<file path="config.mk">
export PLATFORM = sky130hd
export DESIGN_NAME = ldpc_codeword_deserializer
export DESIGN_NICKNAME = d
export VERILOG_FILES = /design/src/rtl/ldpc_codeword_deserializer.sv
export SDC_FILE = /design/constraint.sdc
export NUM_CORES = 1
export LEC_CHECK = 0
export ABC_AREA = 1
export BUFFER_PORTS_ARGS = -buffer_cell sky130_fd_sc_hd__clkbuf_2
export CAP_MARGIN = 20
export CORE_ASPECT_RATIO = 2
export CORE_MARGIN = 10
export CORE_UTILIZATION = 25
export DETAILED_ROUTE_END_ITERATION = 8
export PLACE_DENSITY = 0.38
export REMOVE_ABC_BUFFERS = 1
export SLEW_MARGIN = 20
export SYNTH_ARGS = -nofsm -noshare
export SYNTH_HDL_FRONTEND = slang
export SYNTH_SLANG_ARGS = --single-unit
</file>
<file path="constraint.sdc">
create_clock -name clk -period 6.4 [get_ports clk]
set_input_delay 0 -clock clk [delete_from_list [all_inputs] [get_ports clk]]
set_output_delay 0 -clock clk [all_outputs]
set_load 0.005 [all_outputs]
</file>
<file path="src/rtl/ldpc_codeword_deserializer.sv">
// Bit-serial to 16-bit codeword deserializer with a small codeword FIFO feeding the LDPC decoder.
// Flags mid-codeword SOF (frame_err) and codewords dropped on a full FIFO (overflow).
module ldpc_codeword_deserializer #(
  parameter int CODEWORD_WIDTH = 16,
  parameter int FIFO_DEPTH     = 4
) (
  input  logic                          clk,
  input  logic                          rst,
  input  logic                          ser_valid,
  input  logic                          ser_bit,
  input  logic                          ser_sof,
  input  logic                          dec_ready,
  input  logic                          err_clr,
  output logic [CODEWORD_WIDTH-1:0]     cw_out,
  output logic                          decode_en,
  output logic [$clog2(FIFO_DEPTH):0]   fifo_count,
  output logic                          overflow,
  output logic                          frame_err
);

  localparam int BIT_W = $clog2(CODEWORD_WIDTH);
  localparam int PTR_W = $clog2(FIFO_DEPTH);
  localparam int CNT_W = PTR_W + 1;

  typedef enum logic {HUNT, COLLECT} state_e;

  state_e                    state_q, state_d;
  logic [BIT_W-1:0]          bit_cnt_q, bit_cnt_d;
  logic [CODEWORD_WIDTH-1:0] sreg_q, sreg_d;
  logic                      push, frame_set;

  logic [CODEWORD_WIDTH-1:0] mem [FIFO_DEPTH];
  logic [PTR_W-1:0]          wr_ptr_q, rd_ptr_q;
  logic [CNT_W-1:0]          count_q, count_d;
  logic                      pop, full, push_ok, ovf_set;

  logic [CODEWORD_WIDTH-1:0] cw_q;
  logic                      de_q, ovf_q, ferr_q;

  // NOTE: every always_comb output gets a default first so no path leaves it unassigned (no latches).
  always_comb begin
    state_d   = state_q;
    bit_cnt_d = bit_cnt_q;
    sreg_d    = sreg_q;
    push      = 1'b0;
    frame_set = 1'b0;
    if (ser_valid) begin
      case (state_q)
        HUNT: begin
          if (ser_sof) begin
            sreg_d    = '0;
            sreg_d[0] = ser_bit;
            bit_cnt_d = BIT_W'(1);
            state_d   = COLLECT;
          end
        end
        COLLECT: begin
          if (ser_sof) begin
            // Restart framing on the new SOF; the partial word is abandoned.
            frame_set = 1'b1;
            sreg_d    = '0;
            sreg_d[0] = ser_bit;
            bit_cnt_d = BIT_W'(1);
          end else begin
            sreg_d[bit_cnt_q] = ser_bit;
            if (bit_cnt_q == BIT_W'(CODEWORD_WIDTH - 1)) begin
              push      = 1'b1;
              bit_cnt_d = '0;
              state_d   = HUNT;
            end else begin
              bit_cnt_d = bit_cnt_q + BIT_W'(1);
            end
          end
        end
        default: state_d = HUNT;
      endcase
    end
  end

  // A full FIFO still accepts a push when the head leaves in the same cycle.
  always_comb begin
    pop     = (count_q != '0) && dec_ready;
    full    = (count_q == CNT_W'(FIFO_DEPTH));
    push_ok = push && (!full || pop);
    ovf_set = push && !push_ok;
    count_d = count_q;
    if (push_ok && !pop)      count_d = count_q + CNT_W'(1);
    else if (pop && !push_ok) count_d = count_q - CNT_W'(1);
  end

  // NOTE: state registers use non-blocking assignments so all flops update together at the edge.
  always_ff @(posedge clk) begin
    if (rst) begin
      state_q   <= HUNT;
      bit_cnt_q <= '0;
      sreg_q    <= '0;
      wr_ptr_q  <= '0;
      rd_ptr_q  <= '0;
      count_q   <= '0;
      cw_q      <= '0;
      de_q      <= 1'b0;
      ovf_q     <= 1'b0;
      ferr_q    <= 1'b0;
    end else begin
      state_q   <= state_d;
      bit_cnt_q <= bit_cnt_d;
      sreg_q    <= sreg_d;
      count_q   <= count_d;
      de_q      <= pop;
      if (push_ok) wr_ptr_q <= wr_ptr_q + PTR_W'(1);
      if (pop) begin
        rd_ptr_q <= rd_ptr_q + PTR_W'(1);
        cw_q     <= mem[rd_ptr_q];
      end
      ovf_q  <= ovf_set   | (ovf_q  & ~err_clr);
      ferr_q <= frame_set | (ferr_q & ~err_clr);
    end
  end

  // NOTE: storage is not reset; the pointers and count define which entries are live.
  always_ff @(posedge clk) begin
    if (!rst && push_ok) mem[wr_ptr_q] <= sreg_d;
  end

  assign cw_out     = cw_q;
  assign decode_en  = de_q;
  assign fifo_count = count_q;
  assign overflow   = ovf_q;
  assign frame_err  = ferr_q;

endmodule

</file>
==> key figures <==
Global route
  • Vias in the first global route: ~3,500
  • First-pass GRT wire length: between 15 and 20 mm
  • Largest net degree at the start of global routing: 36
  • Total global routing overflow: 0
  • Gr usage total: a little under a tenth
  • Initial antenna violation count: 0

STA
  • Setup TNS: 0 ns
  • Skew final: 0.00700 ns
  • Fin. max-slew vios: 0
  • Normalized max-slew margin: roughly 34%
  • RSZ-0062 raised after global routing: no
  • Final setup viols: 0
  • Min Tclk post-route: 2.69 ns
  • Final Cycle Share: between 40% and 50%
  • Final Hold Vio Count: 0
  • Tightest Pin Transition: between 0.9 and 1 ns
  • F_max: 0.371 GHz

Clock tree
  • TritonCTS Buffers: 9
  • CTS root buf: clkbuf_16
  • Gates resized, CTS repair: 0
  • CTS tree: yes
  • TritonCTS Sinks: about 110
  • Htree depth: 3
  • Clk slew on worst S/H paths: roughly 0.07 ns
  • Skew-Pair Late Insertion Delay: about 0.35 ns
  • Clk buf depth: 2

Synth
  • #FFs+latches synth: 111
  • Cells after synthesis: 548
  • Async SR Flop Fraction: 0%
  • Syn Area/Cell: about 9 µm²
  • Synth top area cells: edfxtp_1, dfxtp_1, nand2_1
  • Ys Warns: 0
  • Synth top area share: roughly 40%
  • Sequential area share after synthesis: approximately three fifths
  • Post-synth top area cell: edfxtp_1
  • Synth Cell Area: 4810 µm²
  • Most common cell in the netlist: nand2_1
  • Post-synth top cells: nand2_1, edfxtp_1, nor2_1
  • Most common flop cell mapped by yosys: edfxtp_1
  • Post-synthesis cell type count: 23
  • EDFF count, synth: 64

Die
  • Die Y: 216 µm
  • Die boundary width: about 120 µm
  • Rows: 71
  • DIE AREA: 25,500 µm²
  • Initial Util: about a quarter
  • I/O pins: 29
  • Core area: between 15,000 and 20,000 µm²

Layout
  • Share of post-route cells with drive strength above 1: 9.93%
  • Area grow syn2layout: 14.8%
  • # fillers: just under 2,000
  • Final #Nets: 586
  • Util after Layout: 29.2%
  • Ant. Diodes: 0

Worst setup path
  • Kind of cell adding the most delay to the critical path: simple AND/OR/NAND/NOR gates
  • Crit path kind: reg -> reg
  • Slowest cell on crit path: nor2_2
  • Critical path depth: 7
  • Max FO, Critical Path: 16
  • Worst Path Buf+Inv: 1
  • Crit. End Element: flip-flop
  • R2r worst-path depth: 7
  • Max stage delay on crit path: roughly 0.80 ns
  • Critical path, cell by cell: ha_1 -> nand3_1 -> nor2_2 -> nand2_2 -> inv_2 -> nand2_1 -> nor2_2
  • Critical path required time: 6.37 ns
  • Reg2reg setup slack: between 3 and 4 ns
  • Crit start category: flip-flop
  • CP arrival: roughly 2.7 ns
  • Crit-path most repeated cell: nor2_2

Run
  • Max-cap viol count: 0

Route
  • Routed wire length per instance: about 14 µm
  • Post-DRT Antenna Nets: 0
  • Pre-antenna DRT Iters: 6
  • Initial detailed-routing violation count: just over 90
  • # DRC: 0
  • Routed WL: roughly 12 mm
  • Vias/cell: between 4 and 5
  • Routed vias: roughly 3,500

Worst hold path
  • Min-Delay Path Class: in -> reg
  • Worst hold path depth: 3

Placed design
  • Hpwl dp: 8.09 mm
  • PortBufs: 28
  • GPL Wtd Cong: between 0.7 and 0.8

Power
  • P per Cell Area: 312 nW/µm²
  • Static Leak: around 2.2 nW
  • Max VDD drop: approximately 120 µV

Outcome
  • Outcome: complete, no violations
## registers in the layout (all words and copies together) (netlist names)
name,flops
bit_cnt_q,4
cw_out,16
decode_en,1
fifo_count,3
frame_err,1
mem,64
overflow,1
rd_ptr_q,2
sreg_q,16
state_q,1
wr_ptr_q,2
## kinds of logic after synthesis
logic type / share of synthesized area, %
AO/OA/AOI/OAI: 7.56
XOR/XNOR: 0.182
adder cells (fa/ha/maj): 2.75
buffers and inverters: 6.13
flip-flops: 59.5
AND/OR/NAND/NOR: 23.9
## report_power, final
part | leakage [nW] | switching [mW] | internal (mW)
sequential | 0.956 | 0.0246 | 0.794
clock | 0.153 | 0.251 | 0.327
combinational | 1.13 | 0.220 | 0.109
total | 2.24 | 0.495 | 1.23
## final cells by class
| cell class | instances | area [µm²] | share of cell area (%) |
|---|---|---|---|
| Sequential cell | 111 | 2860 | 51.8 |
| Timing Repair Buffer | 38 | 228 | 4.12 |
| Clock inverter | 5 | 53.8 | 0.973 |
| Multi-Input combinational cell | 369 | 1660 | 30.1 |
| Inverter | 40 | 150 | 2.72 |
| Clock buffer | 11 | 254 | 4.59 |
| Tap cell | 255 | 319 | 5.77 |
## stage by stage
stage | instances | setup slack (ns) | total power [mW] | area [µm²] | hold WS (ns)
2_1_floorplan | 520 | 4.07 | 1.03 | 4670 | 0.0691
3_3_place_gp | 808 | 3.70 | 1.17 | 5170 | 0.294
3_5_place_dp | 808 | 3.61 | 1.18 | 5170 | 0.297
4_1_cts | 829 | 3.63 | 1.77 | 5530 | 0.0290
5_1_grt | 829 | 3.39 | 1.83 | 5530 | 0.0643
6_report | 829 | 3.71 | 1.73 | 5530 | 0.0333
## routing by layer
| layer | routed length (µm) | track usage, % | up-vias |
|---|---|---|---|
| met3 | 250 | 1.77 | 16 |
| met4 | 284 | 4.93 | 0 |
| met5 | 0 | 0 | - |
| met2 | 6550 | 17.5 | 38 |
| li1 | - | - | 1815 |
| met1 | 4630 | 9.29 | 1675 |
## repair_timing
action / 4_1_cts / 5_1_grt
setup buffers: 0 / 0
hold buffers: 5 / 0
endpoints found under the hold margin: 5 / 0
## final timing paths
path                                           startpoint                   end
worst max-delay path            bit_cnt_q[1]$_SDFFE_PP0P_   mem[1][3]$_DFFE_PP_
worst min-delay path                            dec_ready  decode_en$_SDFF_PP0_
worst max register to register  bit_cnt_q[1]$_SDFFE_PP0P_   mem[1][3]$_DFFE_PP_
worst min register to register       sreg_q[0]$_SDFF_PP0_  sreg_q[0]$_SDFF_PP0_
## cells in the final DEF, fill, tap and decap left out
cell / netlist / routed
a21oi_1: 42 / 42
a21oi_2: 1 / 1
buf_4: 2 / 5
bufinv_16: 0 / 1
clkbuf_1: 10 / 1
clkbuf_16: 0 / 10
clkbuf_2: 1 / 28
clkinv_1: 0 / 1
clkinv_2: 0 / 1
clkinv_4: 0 / 1
dfxtp_1: 47 / 47
dlygate4sd3_1: 0 / 5
edfxtp_1: 64 / 64
fa_1: 1 / 1
ha_1: 9 / 9
inv_1: 36 / 36
inv_2: 4 / 4
inv_4: 0 / 1
nand2_1: 189 / 189
nand2_2: 1 / 1
nand3_1: 39 / 39
nand3_2: 1 / 1
nand4_1: 4 / 4
nor2_1: 53 / 51
nor2_2: 1 / 3
o21ai_0: 23 / 23
o21bai_1: 4 / 4
xor2_1: 1 / 1
## worst reg2reg max path, stage by stage (launching register included)
cell and delay, ns:
dfxtp_1 0.42, ha_1 0.36, nand3_1 0.19, nor2_2 0.23, nand2_2 0.11, inv_2 0.08, nand2_1 0.11, nor2_2 0.80
(Power assumes the default switching activity.)
